`src/rtl/seg7_scan_driver.sv`:
```
// Multi-digit 7-segment driver: binary value converted by a double-dabble FSM (or
// sliced into hex nibbles), latched into a display register and scanned out digit by digit.
`timescale 1ns/1ps

// state  | meaning
// IDLE   | waiting for load
// CONV   | one double-dabble iteration per clock
// DONE   | commit digits, blank mask and overflow to the display register
module seg7_scan_driver #(
    parameter int DATA_WIDTH     = 14,
    parameter int NUM_DIGITS     = 4,
    parameter int SCAN_DIV       = 50000,
    parameter bit SEG_ACTIVE_LOW = 1'b0,
    parameter bit DIG_ACTIVE_LOW = 1'b1
) (
    input  logic                  clk,
    input  logic                  rst,
    input  logic [DATA_WIDTH-1:0] number,
    input  logic                  load,
    input  logic                  hex_mode,
    input  logic                  blank_lz,
    output logic                  busy,
    output logic                  overflow,
    output logic [7:0]            seg,
    output logic [NUM_DIGITS-1:0] dig_en
);
    localparam int BCD_W = 4 * NUM_DIGITS;
    localparam int CNT_W = $clog2(DATA_WIDTH + 1);
    localparam int PRE_W = $clog2(SCAN_DIV);
    localparam int IDX_W = (NUM_DIGITS > 1) ? $clog2(NUM_DIGITS) : 1;
    localparam logic [7:0]            SEG_OFF = SEG_ACTIVE_LOW ? 8'hFF : 8'h00;
    localparam logic [NUM_DIGITS-1:0] DIG_OFF = DIG_ACTIVE_LOW ? '1 : '0;

    function automatic logic [63:0] pow10(input int n);
        logic [63:0] p;
        p = 64'd1;
        for (int i = 0; i < n; i++) p = p * 64'd10;
        return p;
    endfunction

    localparam logic [63:0] DEC_LIMIT = pow10(NUM_DIGITS);

    // Add 3 to each nibble >= 5, then shift in the next binary bit; the top bit falls off.
    function automatic logic [BCD_W-1:0] dd_step(input logic [BCD_W-1:0] b, input logic in_bit);
        logic [BCD_W-1:0] adj;
        for (int i = 0; i < NUM_DIGITS; i++)
            adj[4*i +: 4] = (b[4*i +: 4] >= 4'd5) ? b[4*i +: 4] + 4'd3 : b[4*i +: 4];
        return {adj[BCD_W-2:0], in_bit};
    endfunction

    function automatic logic [7:0] encode(input logic [3:0] d);
        case (d)
            4'h0: encode = 8'h3F;  4'h1: encode = 8'h06;
            4'h2: encode = 8'h5B;  4'h3: encode = 8'h4F;
            4'h4: encode = 8'h66;  4'h5: encode = 8'h6D;
            4'h6: encode = 8'h7D;  4'h7: encode = 8'h07;
            4'h8: encode = 8'h7F;  4'h9: encode = 8'h6F;
            4'hA: encode = 8'h77;  4'hB: encode = 8'h7C;
            4'hC: encode = 8'h39;  4'hD: encode = 8'h5E;
            4'hE: encode = 8'h79;  default: encode = 8'h71;
        endcase
    endfunction

    typedef enum logic [1:0] {S_IDLE, S_CONV, S_DONE} state_t;

    state_t                  state_q, state_d;
    logic [DATA_WIDTH-1:0]   shf_q, shf_d;
    logic                    hex_q, hex_d;
    logic                    blz_q, blz_d;
    logic                    ovf_cap_q, ovf_cap_d;
    logic [BCD_W-1:0]        bcd_q, bcd_d;
    logic [CNT_W-1:0]        cnt_q, cnt_d;
    logic [BCD_W-1:0]        disp_q, disp_d;
    logic [NUM_DIGITS-1:0]   blank_q, blank_d;
    logic                    overflow_q, overflow_d;
    logic [PRE_W-1:0]        presc_q, presc_d;
    logic [IDX_W-1:0]        idx_q, idx_d;
    logic [7:0]              seg_q, seg_d;
    logic [NUM_DIGITS-1:0]   dig_en_q, dig_en_d;

    logic [63:0]             number_ext;
    logic [BCD_W-1:0]        hex_val;
    logic [NUM_DIGITS-1:0]   lz_mask;
    logic [3:0]              cur_dig;

    assign number_ext = 64'(number);

    generate
        if (DATA_WIDTH >= BCD_W) begin : g_hex_trunc
            assign hex_val = shf_q[BCD_W-1:0];
        end else begin : g_hex_ext
            assign hex_val = {{(BCD_W-DATA_WIDTH){1'b0}}, shf_q};
        end
    endgenerate

    always_comb begin
        logic seen;
        seen    = 1'b0;
        lz_mask = '0;
        for (int i = NUM_DIGITS - 1; i >= 1; i--) begin
            if (bcd_q[4*i +: 4] != 4'd0) seen = 1'b1;
            lz_mask[i] = !seen;
        end
    end

    always_comb begin
        state_d    = state_q;
        shf_d      = shf_q;
        hex_d      = hex_q;
        blz_d      = blz_q;
        ovf_cap_d  = ovf_cap_q;
        bcd_d      = bcd_q;
        cnt_d      = cnt_q;
        disp_d     = disp_q;
        blank_d    = blank_q;
        overflow_d = overflow_q;
        case (state_q)
            S_IDLE: begin
                if (load) begin
                    shf_d     = number;
                    hex_d     = hex_mode;
                    blz_d     = blank_lz;
                    ovf_cap_d = hex_mode ? ((number_ext >> BCD_W) != 64'd0)
                                         : (number_ext >= DEC_LIMIT);
                    bcd_d     = '0;
                    cnt_d     = CNT_W'(DATA_WIDTH - 1);
                    state_d   = hex_mode ? S_DONE : S_CONV;
                end
            end
            S_CONV: begin
                bcd_d = dd_step(bcd_q, shf_q[DATA_WIDTH-1]);
                shf_d = shf_q << 1;
                if (cnt_q == '0) state_d = S_DONE;
                else             cnt_d   = cnt_q - 1'b1;
            end
            S_DONE: begin
                disp_d     = hex_q ? hex_val : bcd_q;
                blank_d    = (!hex_q && blz_q) ? lz_mask : '0;
                overflow_d = ovf_cap_q;
                state_d    = S_IDLE;
            end
            default: state_d = S_IDLE;
        endcase
    end

    always_comb begin
        presc_d = presc_q + 1'b1;
        idx_d   = idx_q;
        if (presc_q == PRE_W'(SCAN_DIV - 1)) begin
            presc_d = '0;
            idx_d   = (idx_q == IDX_W'(NUM_DIGITS - 1)) ? '0 : idx_q + 1'b1;
        end
        cur_dig = disp_q[int'(idx_q)*4 +: 4];
        if (overflow_q)          seg_d = 8'h40;
        else if (blank_q[idx_q]) seg_d = 8'h00;
        else                     seg_d = encode(cur_dig);
        seg_d    = seg_d ^ SEG_OFF;
        dig_en_d = (NUM_DIGITS'(1) << idx_q) ^ DIG_OFF;
    end

    always_ff @(posedge clk or posedge rst) begin
        if (rst) begin
            state_q    <= S_IDLE;
            shf_q      <= '0;
            hex_q      <= 1'b0;
            blz_q      <= 1'b0;
            ovf_cap_q  <= 1'b0;
            bcd_q      <= '0;
            cnt_q      <= '0;
            disp_q     <= '0;
            blank_q    <= '0;
            overflow_q <= 1'b0;
            presc_q    <= '0;
            idx_q      <= '0;
            seg_q      <= SEG_OFF;
            dig_en_q   <= DIG_OFF;
        end else begin
            state_q    <= state_d;
            shf_q      <= shf_d;
            hex_q      <= hex_d;
            blz_q      <= blz_d;
            ovf_cap_q  <= ovf_cap_d;
            bcd_q      <= bcd_d;
            cnt_q      <= cnt_d;
            disp_q     <= disp_d;
            blank_q    <= blank_d;
            overflow_q <= overflow_d;
            presc_q    <= presc_d;
            idx_q      <= idx_d;
            seg_q      <= seg_d;
            dig_en_q   <= dig_en_d;
        end
    end

    assign busy     = (state_q != S_IDLE);
    assign overflow = overflow_q;
    assign seg      = seg_q;
    assign dig_en   = dig_en_q;
endmodule

```
`config.mk`:
```
export PLATFORM = sky130hd
export DESIGN_NAME = seg7_scan_driver
export DESIGN_NICKNAME = d
export VERILOG_FILES = /design/src/rtl/seg7_scan_driver.sv
export SDC_FILE = /design/constraint.sdc
export NUM_CORES = 1
export LEC_CHECK = 0
export ABC_AREA = 0
export CAP_MARGIN = 20
export CORE_MARGIN = 4
export CORE_UTILIZATION = 53
export CTS_CLUSTER_SIZE = 10
export DETAILED_ROUTE_END_ITERATION = 10
export GPL_ROUTABILITY_DRIVEN = 0
export GPL_TIMING_DRIVEN = 0
export PLACE_DENSITY = 0.76
export SYNTH_ARGS = -nofsm -noshare
export SYNTH_HDL_FRONTEND = slang
export SYNTH_SLANG_ARGS = --single-unit
```
`constraint.sdc`:
```
create_clock -name clk -period 2.78 [get_ports clk]
set_input_delay 0.417 -clock clk [delete_from_list [all_inputs] [get_ports clk]]
set_output_delay 0.417 -clock clk [all_outputs]
set_load 0.01 [all_outputs]
```
After elaboration in Yosys (flattened, before gate mapping):

Memory sizes are Yosys's and may differ from the RTL's.
Index checks and enable logic that the tools add are counted.

* ROM bits: 112
* word-level logic and storage cells: 81
* output and inout port bits: 14
* register bits: 90
* memories: 1

* $add $sub $neg: 7
* reduce and logical (&&, ||, !) cells: 16
* shift-type cells: 2
* equality and inequality tests: 7
* bitwise operators: 1
* mux-type cells: 27
* $lt $le $gt $ge: 6

Memory list
* (no name shown): words 16, bits a word 7, read ports 1, clocked after memory_dff 0, wr ports 0, line 52 `case (d)`

Operators with widths (number)
* 16-bit 2-to-1 mux: 3
* 16-bit case mux with 2 select lines: 1
* 14-bit case mux with 2 select lines: 1
* 4-bit 2-to-1 mux: 6
* 16-bit by 1-bit adder with 16-bit output, second input constant: 1
* 16-bit equality test, second input constant: 1
* 4-bit by 3-bit >= comparator with 1-bit output, second input constant: 4
* 8-bit 2-to-1 mux: 2
* 16-bit by 5-bit variable part select with 4-bit output: 1
* 14-bit >= comparator, second input constant: 1
* 14-bit 2-to-1 mux: 1
* 4-bit by 2-bit adder with 4-bit output, second input constant: 3
* 4-bit nonzero test: 3
* 2-bit 2-to-1 mux: 4
* 4-bit case mux with 2 select lines: 1
* 2-bit != test, second input constant: 3
* 2-bit AND reduction: 3
* 1-bit 2-to-1 mux: 5
* 2-bit equality test, second input constant: 2
* 1-bit logical NOT: 4
* 4-bit logical NOT: 1
* 4-bit NOT: 1
* 2-bit case mux with 2 select lines: 1
* 2-bit nonzero test: 2
* 11 further kinds: 11

Longest topological paths before layout:

Gate-level depths: netlist (run 1).

* depth after elaboration: 6
* mapped depth: 7
* gate-level depth less buffers: 6

Worst setup path after synthesis (run 1):

Ideal clock, no wire load.

* path kind: reg-to-reg
* from: register idx_q[0]
* to: register seg_q[3], in the netlist seg[3]
* setup time: 78 ps
* arrival: 2001 ps
* setup slack: 701 ps
* data required time: 2702 ps
* stages on the path, launching flop included: 7
* clock period less this slack: 2079 ps
* path through: dfrtp_1 buf_6 mux4_1 ha_1 or2_2 a21o_2 a21oi_1

* cells in the longest elaborated chain, start to end: 4
* elaborated cells between the ends (all ways): 6
* those cells by class: 1 x shift; 4 x mux; 1 x memory

RTL lines
* from (decl): line 77 `logic [IDX_W-1:0] idx_q, idx_d;`
* from (signal assigned): line 189 `idx_q <= idx_d;`
* 16-bit by 5-bit variable part select with 4-bit output / 1-bit binary-select mux with 2-bit select (equally long branches): line 153, 155
* memory read 16 x 7 bit / 1-bit 2-to-1 mux (equally long branches)
* 8-bit 2-to-1 mux (*): line 155 `else if (blank_q[idx_q]) seg_d = 8'h00;`
* 8-bit 2-to-1 mux (*): line 154 `if (overflow_q) seg_d = 8'h40;`
* named net seg_d[3]: line 78 `logic [7:0] seg_q, seg_d;`
* to (signal assigned): line 190 `seg_q <= seg_d;`
* to (decl): line 78

The timed path passes the listed nets; every way through them passes the cells marked *. The select of a mux whose other input is x is not followed.
A chain may end at the register's enable or synchronous reset.

Final worst setup path (run 1):

Same ends and word-level chain as after synthesis.

==> results of run 1 <==
-- worst max-delay path by stage --
stage | endpoint | slack (ns) | cells after the start
after floorplan | bcd_q[0] | 0.09 | 1
after global placement | seg[3] | -1.22 | 2
after detailed placement | ovf_cap_q | 0.28 | 5
after CTS | seg[3] | 0.46 | 6
after global routing | seg[3] | 0.39 | 6
final | seg[3] | 0.46 | 6
-- cell families (layout without fill, tap and decap cells) --
| group | after synthesis | count (layout) | synth area share, % |
|---|---|---|---|
| flip-flops | 88 | 88 | 48.5 |
| multiplexers | 33 | 33 | 8.90 |
| other | 1 | 1 | 0.0823 |
| XOR/XNOR | 14 | 14 | 2.69 |
| adder cells (fa/ha/maj) | 22 | 22 | 6.04 |
| AO/OA/AOI/OAI | 87 | 87 | 11.2 |
| AND/OR/NAND/NOR | 172 | 172 | 18.0 |
| buffers and inverters | 49 | 97 | 4.64 |
-- placed cells by master (no fill, tap or decap), drive strengths merged, types with 2 or more instances in the layout --
master / Yosys / layout
dfrtp: 84 / 84
nand2: 71 / 71
o21ai: 48 / 48
nor2: 34 / 34
clkdlybuf4s50: 0 / 31
inv: 25 / 28
clkbuf: 17 / 26
ha: 22 / 22
mux2i: 18 / 18
nand3: 16 / 16
a31oi: 14 / 14
a21oi: 12 / 12
mux2: 11 / 11
nand2b: 10 / 10
nor3: 9 / 9
xnor2: 8 / 8
buf: 7 / 8
xor2: 6 / 6
nand4: 5 / 5
dfstp: 4 / 4
mux4: 4 / 4
nor3b: 3 / 3
and2: 3 / 3
and4: 3 / 3
or3b: 3 / 3
a21o: 3 / 3
nor2b: 2 / 2
and3: 2 / 2
nor4bb: 2 / 2
o31ai: 2 / 2
nor4: 2 / 2
bufinv: 0 / 2
and3b: 2 / 2
a211oi: 2 / 2
-- worst reg2reg max path: stages, from the launching register on --
cell and delay [ns]:
dfrtp_1 0.41, buf_6 0.16, mux4_1 0.68, ha_1 0.33, or2_2 0.32, a21o_2 0.22, a21oi_1 0.15
-- metrics by stage --
| stage | worst slack [ns] | hold WS, ns | instance area (sq um) |
|---|---|---|---|
| detailed placement | 0.282 | 0.446 | 5030 |
| floorplan | 0.0911 | 0.424 | 4550 |
| global placement | -1.22 | 0.441 | 5000 |
| finish | 0.459 | 0.322 | 5250 |
| global route | 0.386 | 0.315 | 5250 |
| CTS | 0.457 | 0.317 | 5250 |
-- layout make-up --
class                           instances  area (sq um)
Buffer                                 24           118
Clock buffer                            9           124
Clock inverter                          7           101
Fill cell                             695          3050
Inverter                               25          96.3
Multi-Input combinational cell        329          2140
Sequential cell                        88          2210
Tap cell                              105           131
Timing Repair Buffer                   32           338
-- sequential cells by signal, summed over array words and instances, names as in the netlist, 2 cells and up --
register	cells
cnt_q	4
blank_q	3
idx_q	2
shf_q	14
bcd_q	16
state_q	2
seg	7
dig_en	4
presc_q	16
disp_q	16
-- metal layers --
| layer | up-vias | track usage, % |
|---|---|---|
| li1 | 1682 | - |
| met5 | - | 0 |
| met4 | 0 | 6.84 |
| met1 | 1685 | 27.7 |
| met2 | 79 | 32.4 |
| met3 | 12 | 3.81 |
-- power by group --
| group | switching (W) | total (W) | internal [W] |
|---|---|---|---|
| Sequential | 0.000344 | 0.00206 | 0.00171 |
| Combinational | 0.00120 | 0.00215 | 0.000954 |
| Clock | 0.000490 | 0.00101 | 0.000517 |
==> impl_metrics.env, run 1 <==
export IMPL_worstMarginPinSlew_ns=0.880
export IMPL_dieArea_sq_um=10100
export IMPL_cts_sinks=88
export IMPL_critPathTopFamily="multiplexers"
export IMPL_critPathLaunchType="flop"
export IMPL_ys_warn_count=0
export IMPL_r2r_start="idx_q[0]"
export IMPL_yosysMostFrequentCell="dfrtp_1"
export IMPL_drv_cap=0
export IMPL_rsz0062_at_grt="false"
export IMPL_fmax_ghz=0.431
export IMPL_fin_nets=550
export IMPL_p_per_area_nw_per_um2=993
export IMPL_dpl_cell_count=603
export IMPL_tns_ns=0
export IMPL_synth_edf_count=0
export IMPL_ir_worst_vdd_mv=0.835
export IMPL_async_flop_share_pct=100
export IMPL_netlist_area_leader_share_pct=46.2
export IMPL_utilization_pct=63.3
export IMPL_endpoint_kind="flop"
export IMPL_slew_headroom_pct=41.2
export IMPL_cts_resized=0
export IMPL_finalHoldViolations=0
export IMPL_antenna_found_initial=0
export IMPL_r2r_setup_slack_ns=0.46
export IMPL_wl_met3_microns=420
export IMPL_io_pins=33
export IMPL_cts_tree="built"
export IMPL_fin_cells=619
export IMPL_core_sq_um=8300
export IMPL_min_path_type="primary input to async pin"
export IMPL_clkTransAtPathRegs_ns=0.10
export IMPL_synthTopCellsByArea="dfrtp_1, ha_1, nand2_1, o21ai_0, mux2i_1"
export IMPL_critPathMaxStageDelay_ns=0.68
export IMPL_dr_wl_met2_mm=4.58
export IMPL_drc=0
export IMPL_yosysSeqAreaShare_pct=48.5
export IMPL_setup_violations=0
export IMPL_synth_cell_types=53
export IMPL_p_total_w=0.00522
export IMPL_ctsLongestPathBuffers=2
export IMPL_avgViaCountPerCell=5.59
export IMPL_synth_largest_area_cell="dfrtp_1"
export IMPL_crit_type="flop to flop"
export IMPL_synth_ff_type="dfrtp_1"
export IMPL_die_w_microns=101
export IMPL_leakage_nw=2.32
export IMPL_post_route_period_util_pct=83.5
export IMPL_synthesis_area_sq_um=4550
export IMPL_path_cells="buf_6, mux4_1, ha_1, or2_2, a21o_2, a21oi_1"
export IMPL_grt_total_usage_pct=20.2
export IMPL_grt_max_degree=74
export IMPL_outcome="completed"
export IMPL_cp_slowest_cell="mux4_1"
export IMPL_wl_per_cell_microns=15.5
export IMPL_synth_nets=507
export IMPL_grt_pass1_wl_mm=16.1
export IMPL_clk_latency_ns=0.37
export IMPL_wl_mm=9.60
export IMPL_drt_pass1_iterations=4
export IMPL_root_buffer="clkbuf_8"
export IMPL_cts_setup_buffers=0
export IMPL_r2r_end="seg[3]"
export IMPL_critical_path_max_fanout=7
export IMPL_worstRegToRegCells=6
export IMPL_grt_pass1_vias=3316
export IMPL_ys_seq_elements=88
export IMPL_drive_gt1_share_pct=9.34
export IMPL_dr_total_vias=3458
export IMPL_cts_max_level=3
export IMPL_critPathBufInv=1
export IMPL_cp_required_ns=3.07
export IMPL_cts_made_buffers=9
export IMPL_crit_start="idx_q[0]"
export IMPL_synth_area_per_cell_sq_um=9.77
export IMPL_highest_layer="met4"
export IMPL_hpwl_mm=6.94
export IMPL_detail_route_antenna_nets=0
export IMPL_holdBufCountCts=0
export IMPL_drv_slew=0
export IMPL_drt_iter0_drc=159
export IMPL_io_buffers=31
export IMPL_arrival_ns=2.61
export IMPL_dieHeight_microns=101
export IMPL_yosys_top_cells_count="dfrtp_1, nand2_1, o21ai_0"
export IMPL_grt_overflow_total=0
export IMPL_start_util_pct=54.9
export IMPL_drt_met1_wl_mm=4.46
export IMPL_syn_inst=466
export IMPL_num_antenna_cells=0
export IMPL_rows=33
export IMPL_finClkSkew_ns=0.0131
export IMPL_fin_crit_ns=2.32
export IMPL_syn2layout_area_growth_pct=15.3
No activity file was read; power rests on OpenSTA's default activity.
==> inputs of run 2 (changes only) <==
- CORE_UTILIZATION: 53 -> 55
- PLACE_DENSITY: 0.76 -> 0.75
- clock period: 2.78 -> 2.2 ns (I/O delays scaled with it)
==> impl_metrics.env, run 2 (synthesis gave the netlist of run 1 again) <==
export IMPL_endpoint_kind="flop"
export IMPL_num_antenna_cells=0
export IMPL_grt_total_usage_pct=20.5
export IMPL_worstRegToRegCells=6
export IMPL_io_buffers=31
export IMPL_leakage_nw=2.31
export IMPL_critPathBufInv=1
export IMPL_drv_slew=0
export IMPL_drc=0
export IMPL_cts_max_level=3
export IMPL_setup_violations=0
export IMPL_outcome="completed"
export IMPL_placed_area_sq_um=5040
export IMPL_die_w_microns=99
export IMPL_antenna_found_initial=0
export IMPL_detail_route_antenna_nets=0
export IMPL_core_sq_um=7890
export IMPL_hpwl_mm=6.97
export IMPL_final_common_cell="dfrtp_1"
export IMPL_fin_cells=617
export IMPL_wl_per_cell_microns=15.5
export IMPL_p_total_w=0.00657
export IMPL_drt_pass1_iterations=4
export IMPL_worstMarginPinSlew_ns=0.668
export IMPL_r2r_setup_slack_ns=0.11
export IMPL_holdBufCountCts=0
export IMPL_r2r_start="idx_q[0]"
export IMPL_wl_mm=9.55
export IMPL_ir_worst_vdd_mv=0.722
export IMPL_min_path_type="primary input to async pin"
export IMPL_clkTransAtPathRegs_ns=0.09
export IMPL_cp_slowest_cell="mux4_2"
export IMPL_grt_pass1_wl_mm=16.2
export IMPL_cts_made_buffers=9
export IMPL_drive_gt1_share_pct=10.3
export IMPL_drv_cap=0
export IMPL_r2r_end="seg[0]"
export IMPL_drt_iter0_drc=130
export IMPL_path_cells="buf_6, mux4_2, ha_1, or3b_1, o221a_2, nor2_1"
export IMPL_fmax_ghz=0.480
export IMPL_arrival_ns=2.39
export IMPL_critical_path_max_fanout=7
export IMPL_finalHoldViolations=0
export IMPL_syn2layout_area_growth_pct=15.6
export IMPL_dieArea_sq_um=9800
export IMPL_cp_required_ns=2.50
export IMPL_clk_latency_ns=0.37
export IMPL_grt_max_degree=44
export IMPL_grt_pass1_vias=3344
export IMPL_finClkSkew_ns=0.0105
export IMPL_critPathLaunchType="flop"
export IMPL_rows=32
export IMPL_dieHeight_microns=99
export IMPL_reg_largest_list="bcd_q x16, disp_q x16, presc_q x16"
export IMPL_p_per_area_nw_per_um2=1250
export IMPL_cts_setup_buffers=0
export IMPL_critPathMaxStageDelay_ns=0.59
export IMPL_utilization_pct=66.8
export IMPL_io_pins=33
export IMPL_fin_nets=551
export IMPL_start_util_pct=57.7
export IMPL_dpl_cell_count=601
export IMPL_mostFrequentLayoutCells="dfrtp_1, nand2_1, o21ai_0"
export IMPL_post_route_period_util_pct=94.8
export IMPL_design_area_sq_um=5270
export IMPL_cts_tree="built"
export IMPL_dr_total_vias=3438
export IMPL_root_buffer="clkbuf_8"
export IMPL_slew_headroom_pct=55.5
export IMPL_cts_sinks=88
export IMPL_avgViaCountPerCell=5.57
export IMPL_crit_type="flop to flop"
export IMPL_fin_crit_ns=2.09
export IMPL_n_fill_cell=628
export IMPL_hold_ws_ns=0.220
export IMPL_critPathTopFamily="multiplexers"
export IMPL_grt_overflow_total=0
export IMPL_ctsLongestPathBuffers=2
## run 2: cell count changes in the layout (fill, tap and decap cells not counted), sizes merged
cell      before  now
inv           28   24
clkinvlp       1    4
buf            8    9
clkinv         1    2
## run 2: final cells by class
type | instances | area, sq um | area share [%]
Sequential cell | 88 | 2210 | 41.9
Tap cell | 102 | 128 | 2.42
Inverter | 25 | 97.6 | 1.85
Clock buffer | 9 | 124 | 2.35
Buffer | 24 | 118 | 2.23
Clock inverter | 7 | 96.3 | 1.83
Timing Repair Buffer | 33 | 350 | 6.65
Multi-Input combinational cell | 329 | 2150 | 40.7
## run 2: worst max path at each step
stage,from,to,slack [ns],depth (start not counted)
2_1_floorplan,idx_q[0],seg[3],0.12,6
3_3_place_gp,load,state_q[1],-0.18,5
3_5_place_dp,load,state_q[1],-0.22,5
4_1_cts,idx_q[0],seg[0],0.02,6
5_1_grt,idx_q[0],seg[0],-0.007,6
6_report,idx_q[0],seg[0],0.11,6
## run 2: where the power goes
group	total [W]	internal, W	switching [W]
sequential	0.00261	0.00216	0.000447
combinational	0.00273	0.00122	0.00151
clock	0.00123	0.000639	0.000596
total	0.00657	0.00402	0.00255
## run 2: repair_timing
action,CTS,global route
pin swaps,0,0
setup endpoints to repair,1,6
resized for setup,1,4
## run 2: routing by layer
metal | vias to the layer above | GRT usage, % | routed length, microns
li1 | 1685 | - | -
met4 | 0 | 5.46 | 138
met5 | - | 0 | 0
met3 | 16 | 4.46 | 587
met1 | 1635 | 27.2 | 4160
met2 | 102 | 34.1 | 4670
## run 2: metrics by stage
step | setup slack (ns) | TNS, ns
after CTS | 0.0210 | 0
after detailed placement | -0.219 | -3.07
after global routing | -0.00737 | -0.00737
after floorplan | 0.121 | 0
after global placement | -0.182 | -8.82
final | 0.115 | 0
==> RTL edit 1 (config.mk and constraints of run 2) <==
`DATA_WIDTH`: 14 -> 16.
--- a/src/rtl/seg7_scan_driver.sv
+++ b/src/rtl/seg7_scan_driver.sv
@@ -7,7 +7,7 @@
 // CONV   | one double-dabble iteration per clock
 // DONE   | commit digits, blank mask and overflow to the display register
 module seg7_scan_driver #(
-    parameter int DATA_WIDTH     = 14,
+    parameter int DATA_WIDTH     = 16,
     parameter int NUM_DIGITS     = 4,
     parameter int SCAN_DIV       = 50000,
     parameter bit SEG_ACTIVE_LOW = 1'b0,
Interface: changed (resized number); port bits go from 33 to 35. No check against the original RTL was run, so the function may have changed too.
==> RTL edit 1 against run 2 <==
Clock skew rose by 0.0063 ns; synthesized area rose by 2.6%; worst setup slack got worse by 0.0067 ns; via count rose by 1.7%; cell area rose by 2.9%; routed wire length rose by 2.2%; sequential cell count rose by 3; total power rose by 2.6%; non-clock buffer count rose by 2; sequential power rose by 3%; synthesized cell count did not move.
==> RTL edit 1: results (changes against run 2) <==
[cells_and_area]
fin_cells=622  ; +0.81%
num-nets-final=555  ; +0.73%
layout-drive-gt1-share_pct=10.83  ; +0.54 points

[power]
p_leak_nw=2.381  ; +3.1%
combinationalPowerShare_pct=41.0  ; -0.5 points
p_clk_share_pct=19.3  ; +0.5 points
ir_drop_uv=833.4  ; +15%

[yosys]
synth.area.mux_share_pct=8.653  ; -0.25 points
synth_common_cells=dfrtp_1 (87), nand2_1 (71), o21ai_0 (37), nor2_1 (32), nand3_1 (23)
synth.area.top_cells=dfrtp_1 (47%), ha_1 (5.9%), nand2_1 (5.7%), mux2i_1 (4.1%), o21ai_0 (4.0%)
syn_avg_cell_area_um2=10.02  ; +2.6%
synth-seq-area-share_pct=48.86  ; +0.40 points

[global_routing]
grtUsageTotal_pct=20.97  ; +0.48 points
grt_use_met3_pct=2.780  ; -1.7 points
grt_use_met1_pct=28.08  ; +0.85 points

[placement]
port_buffers=33  ; +6.5%
dp_slack_ns=-0.02910  ; +0.1896 ns
place_hpwl_um=7305  ; +4.8%
dp.cells=606  ; +0.83%

[detailed_routing]
num_vias=3498  ; +1.7%
wl_per_cell_um=15.69  ; +1.3%
m1WireLength_um=4476  ; +7.6%
met2_length_um=4741  ; +1.6%

[sta]
fmax_mhz=478.0  ; -0.32%

[outcome]
outcome=completed

-- RTL edit 1: cell types whose count changed after synthesis, sizes merged, moves of 4 or more --
cell,before,now
o21ai,48,37
nand3,16,23
o31ai,2,8
a32o,1,5
nor3,9,5
xor2,6,10
-- RTL edit 1: layout make-up --
type | instances | area [µm²]
inverters | 22 | 86.33
clock inverters | 6 | 95.09
fillers | 689 | 2840
flip-flops and latches | 91 | 2282
plain buffers | 24 | 120.1
clock buffers | 10 | 137.6
repair buffers | 35 | 370.4
multi-input cells | 329 | 2195
well taps | 105 | 131.4
-- RTL edit 1: worst paths after layout --
kind                            start           to  slack, ns  depth (start not counted)
max                          idx_q[0]       seg[0]       0.11                          6
min                               rst  presc_q[11]       0.34                          2
max reg2reg                  idx_q[0]       seg[0]       0.11                          6
min reg2reg                blank_q[2]   blank_q[2]       0.48                          1
max in group asynchronous         rst    bcd_q[14]       1.30                          3
min in group clk           blank_q[2]   blank_q[2]       0.48                          1
==> RTL edit 2 (flow settings as in run 2) <==
Without the edit above. Reset style: synchronous (`rst`), changed in one clocked block.
--- a/src/rtl/seg7_scan_driver.sv
+++ b/src/rtl/seg7_scan_driver.sv
@@ -158,7 +158,7 @@
         dig_en_d = (NUM_DIGITS'(1) << idx_q) ^ DIG_OFF;
     end
 
-    always_ff @(posedge clk or posedge rst) begin
+    always_ff @(posedge clk) begin
         if (rst) begin
             state_q    <= S_IDLE;
             shf_q      <= '0;
Behaviour: differs if rst is asserted again (counterexample within 4 cycles, from zero or initial values and one cycle with rst high); with rst held inactive, the same outputs for 10 cycles.
==> RTL edit 2 against run 2 <==
Cell area down 8.4%; routed wire length up 0.71%; synthesized area down 7.1%; clock skew decreased by 0.0024 ns; synthesized cell count increased by 7.5%; count of clock-buffer cells in the layout rose by 1; worst setup slack improved by 0.10 ns; sequential cell count is the same; fmax increased by 5.2%; critical path type unchanged.
Power is not compared: it rests on default switching activity, and its combinational part moved more than twofold at a synthesized area within 25%.
==> RTL edit 2: results (changes against run 2) <==
[outcome]
outcome=completed

[sta]
skew_ns=0.008008  ; -0.002446 ns
max_slew.worst_pin.slew_ns=0.6455  ; -0.02263 ns

[cells_and_area]
fin_cells=645  ; +4.5%
layout-drive-gt1-share_pct=5.678  ; -4.6 points
num-nets-final=584  ; +6.0%

[placement]
port_buffers=30  ; -3.2%
place_hpwl_um=7118  ; +2.1%
dp.cells=630  ; +4.8%

[yosys]
syn_avg_cell_area_um2=8.446  ; -14%
synth.area.top_cells=dfxtp_1 (42%), nor2_1 (7.6%), ha_1 (6.8%), mux2i_1 (4.7%), a21oi_1 (4.3%)
synth_cell_types=44  ; -17%
synth_compound_area_share_pct=10.64  ; -0.51 points
synthXorXnorAreaFrac_pct=4.140  ; +1.4 points
synth_flop_cell=dfxtp_1
synth.area.mux_share_pct=7.303  ; -1.6 points
synth_nets=543  ; +7.1%
synth-seq-area-share_pct=41.63  ; -6.8 points

[detailed_routing]
wl_met3_um=511  ; -13%
viasPerCell=5.566  ; -0.11%
wl_per_cell_um=14.92  ; -3.7%
dr.pass1.iters=5  ; +1
first_iter_violations=148  ; +14%

[global_routing]
grt_max_degree=15  ; -66%
grtUsageTotal_pct=22.66  ; +2.2 points
grt_pass1_wl_um=15990  ; -1.5%
grt_pass1_vias=3374  ; +0.90%

[hold_path]
holdCritPathClass=flop to flop

[worst_setup_path]
critPathArrivalTime_ns=2.24  ; -0.15 ns
critPathLaunch=idx_q[0]
critPathMaxStageDelay_ns=0.56  ; -0.03 ns
cp_max_fo=9  ; +2

[cts]
cts.repair.resized=0  ; -1

## RTL edit 2: final timing paths
path                            slack (ns)          to  cells past startpoint
worst max-delay path                  0.22      seg[3]                      8
worst min-delay path                  0.46  blank_q[1]                      2
worst max register to register        0.22      seg[3]                      8
worst min register to register        0.46  blank_q[1]                      2
## RTL edit 2: final cells by class
class,instances,area (µm²)
fillers,666,2546
multi-input cells,366,2268
flip-flops and latches,88,1762
repair buffers,30,300.3
clock buffers,10,137.6
plain buffers,28,126.4
well taps,99,123.9
inverters,19,71.32
clock inverters,5,33.78
## RTL edit 2: worst register-to-register path: stages, from the launching register on
cell	delay, ns
dfxtp_1	0.38
buf_6	0.17
mux4_2	0.56
inv_1	0.15
ha_1	0.25
inv_1	0.07
mux2i_1	0.07
a21oi_1	0.19
nor2_2	0.04
## RTL edit 2: power by group through the flow
stage          combinational [mW]  clock, mW  sequential [mW]
2_1_floorplan               0.297          0             1.76
3_3_place_gp                0.451          0             1.77
3_5_place_dp                0.460          0             1.77
4_1_cts                     0.462       1.03             1.74
5_1_grt                     0.515       1.08             1.75
6_report                    0.464       1.00             1.74
## RTL edit 2: metal layers
layer	vias to the layer above	track usage, %
li1	1790	-
met1	1692	27.93
met2	99	38.51
met3	9	5.082
met4	0	8.649
met5	-	0
## RTL edit 2: through the flow
| stage | hold slack [ns] | setup slack, ns | util [%] | instance area, µm² |
|---|---|---|---|---|
| 6_report | 0.4607 | 0.2168 | 65.45 | 4823 |
| 5_1_grt | 0.4912 | 0.01402 | 65.45 | 4823 |
| 4_1_cts | 0.4604 | 0.1019 | 65.50 | 4827 |
| 3_5_place_dp | 0.4483 | 0.1107 | 63.17 | 4656 |
| 3_3_place_gp | 0.4424 | 0.1386 | 63.17 | 4656 |
| 2_1_floorplan | 0.4288 | 0.2766 | - | 4232 |
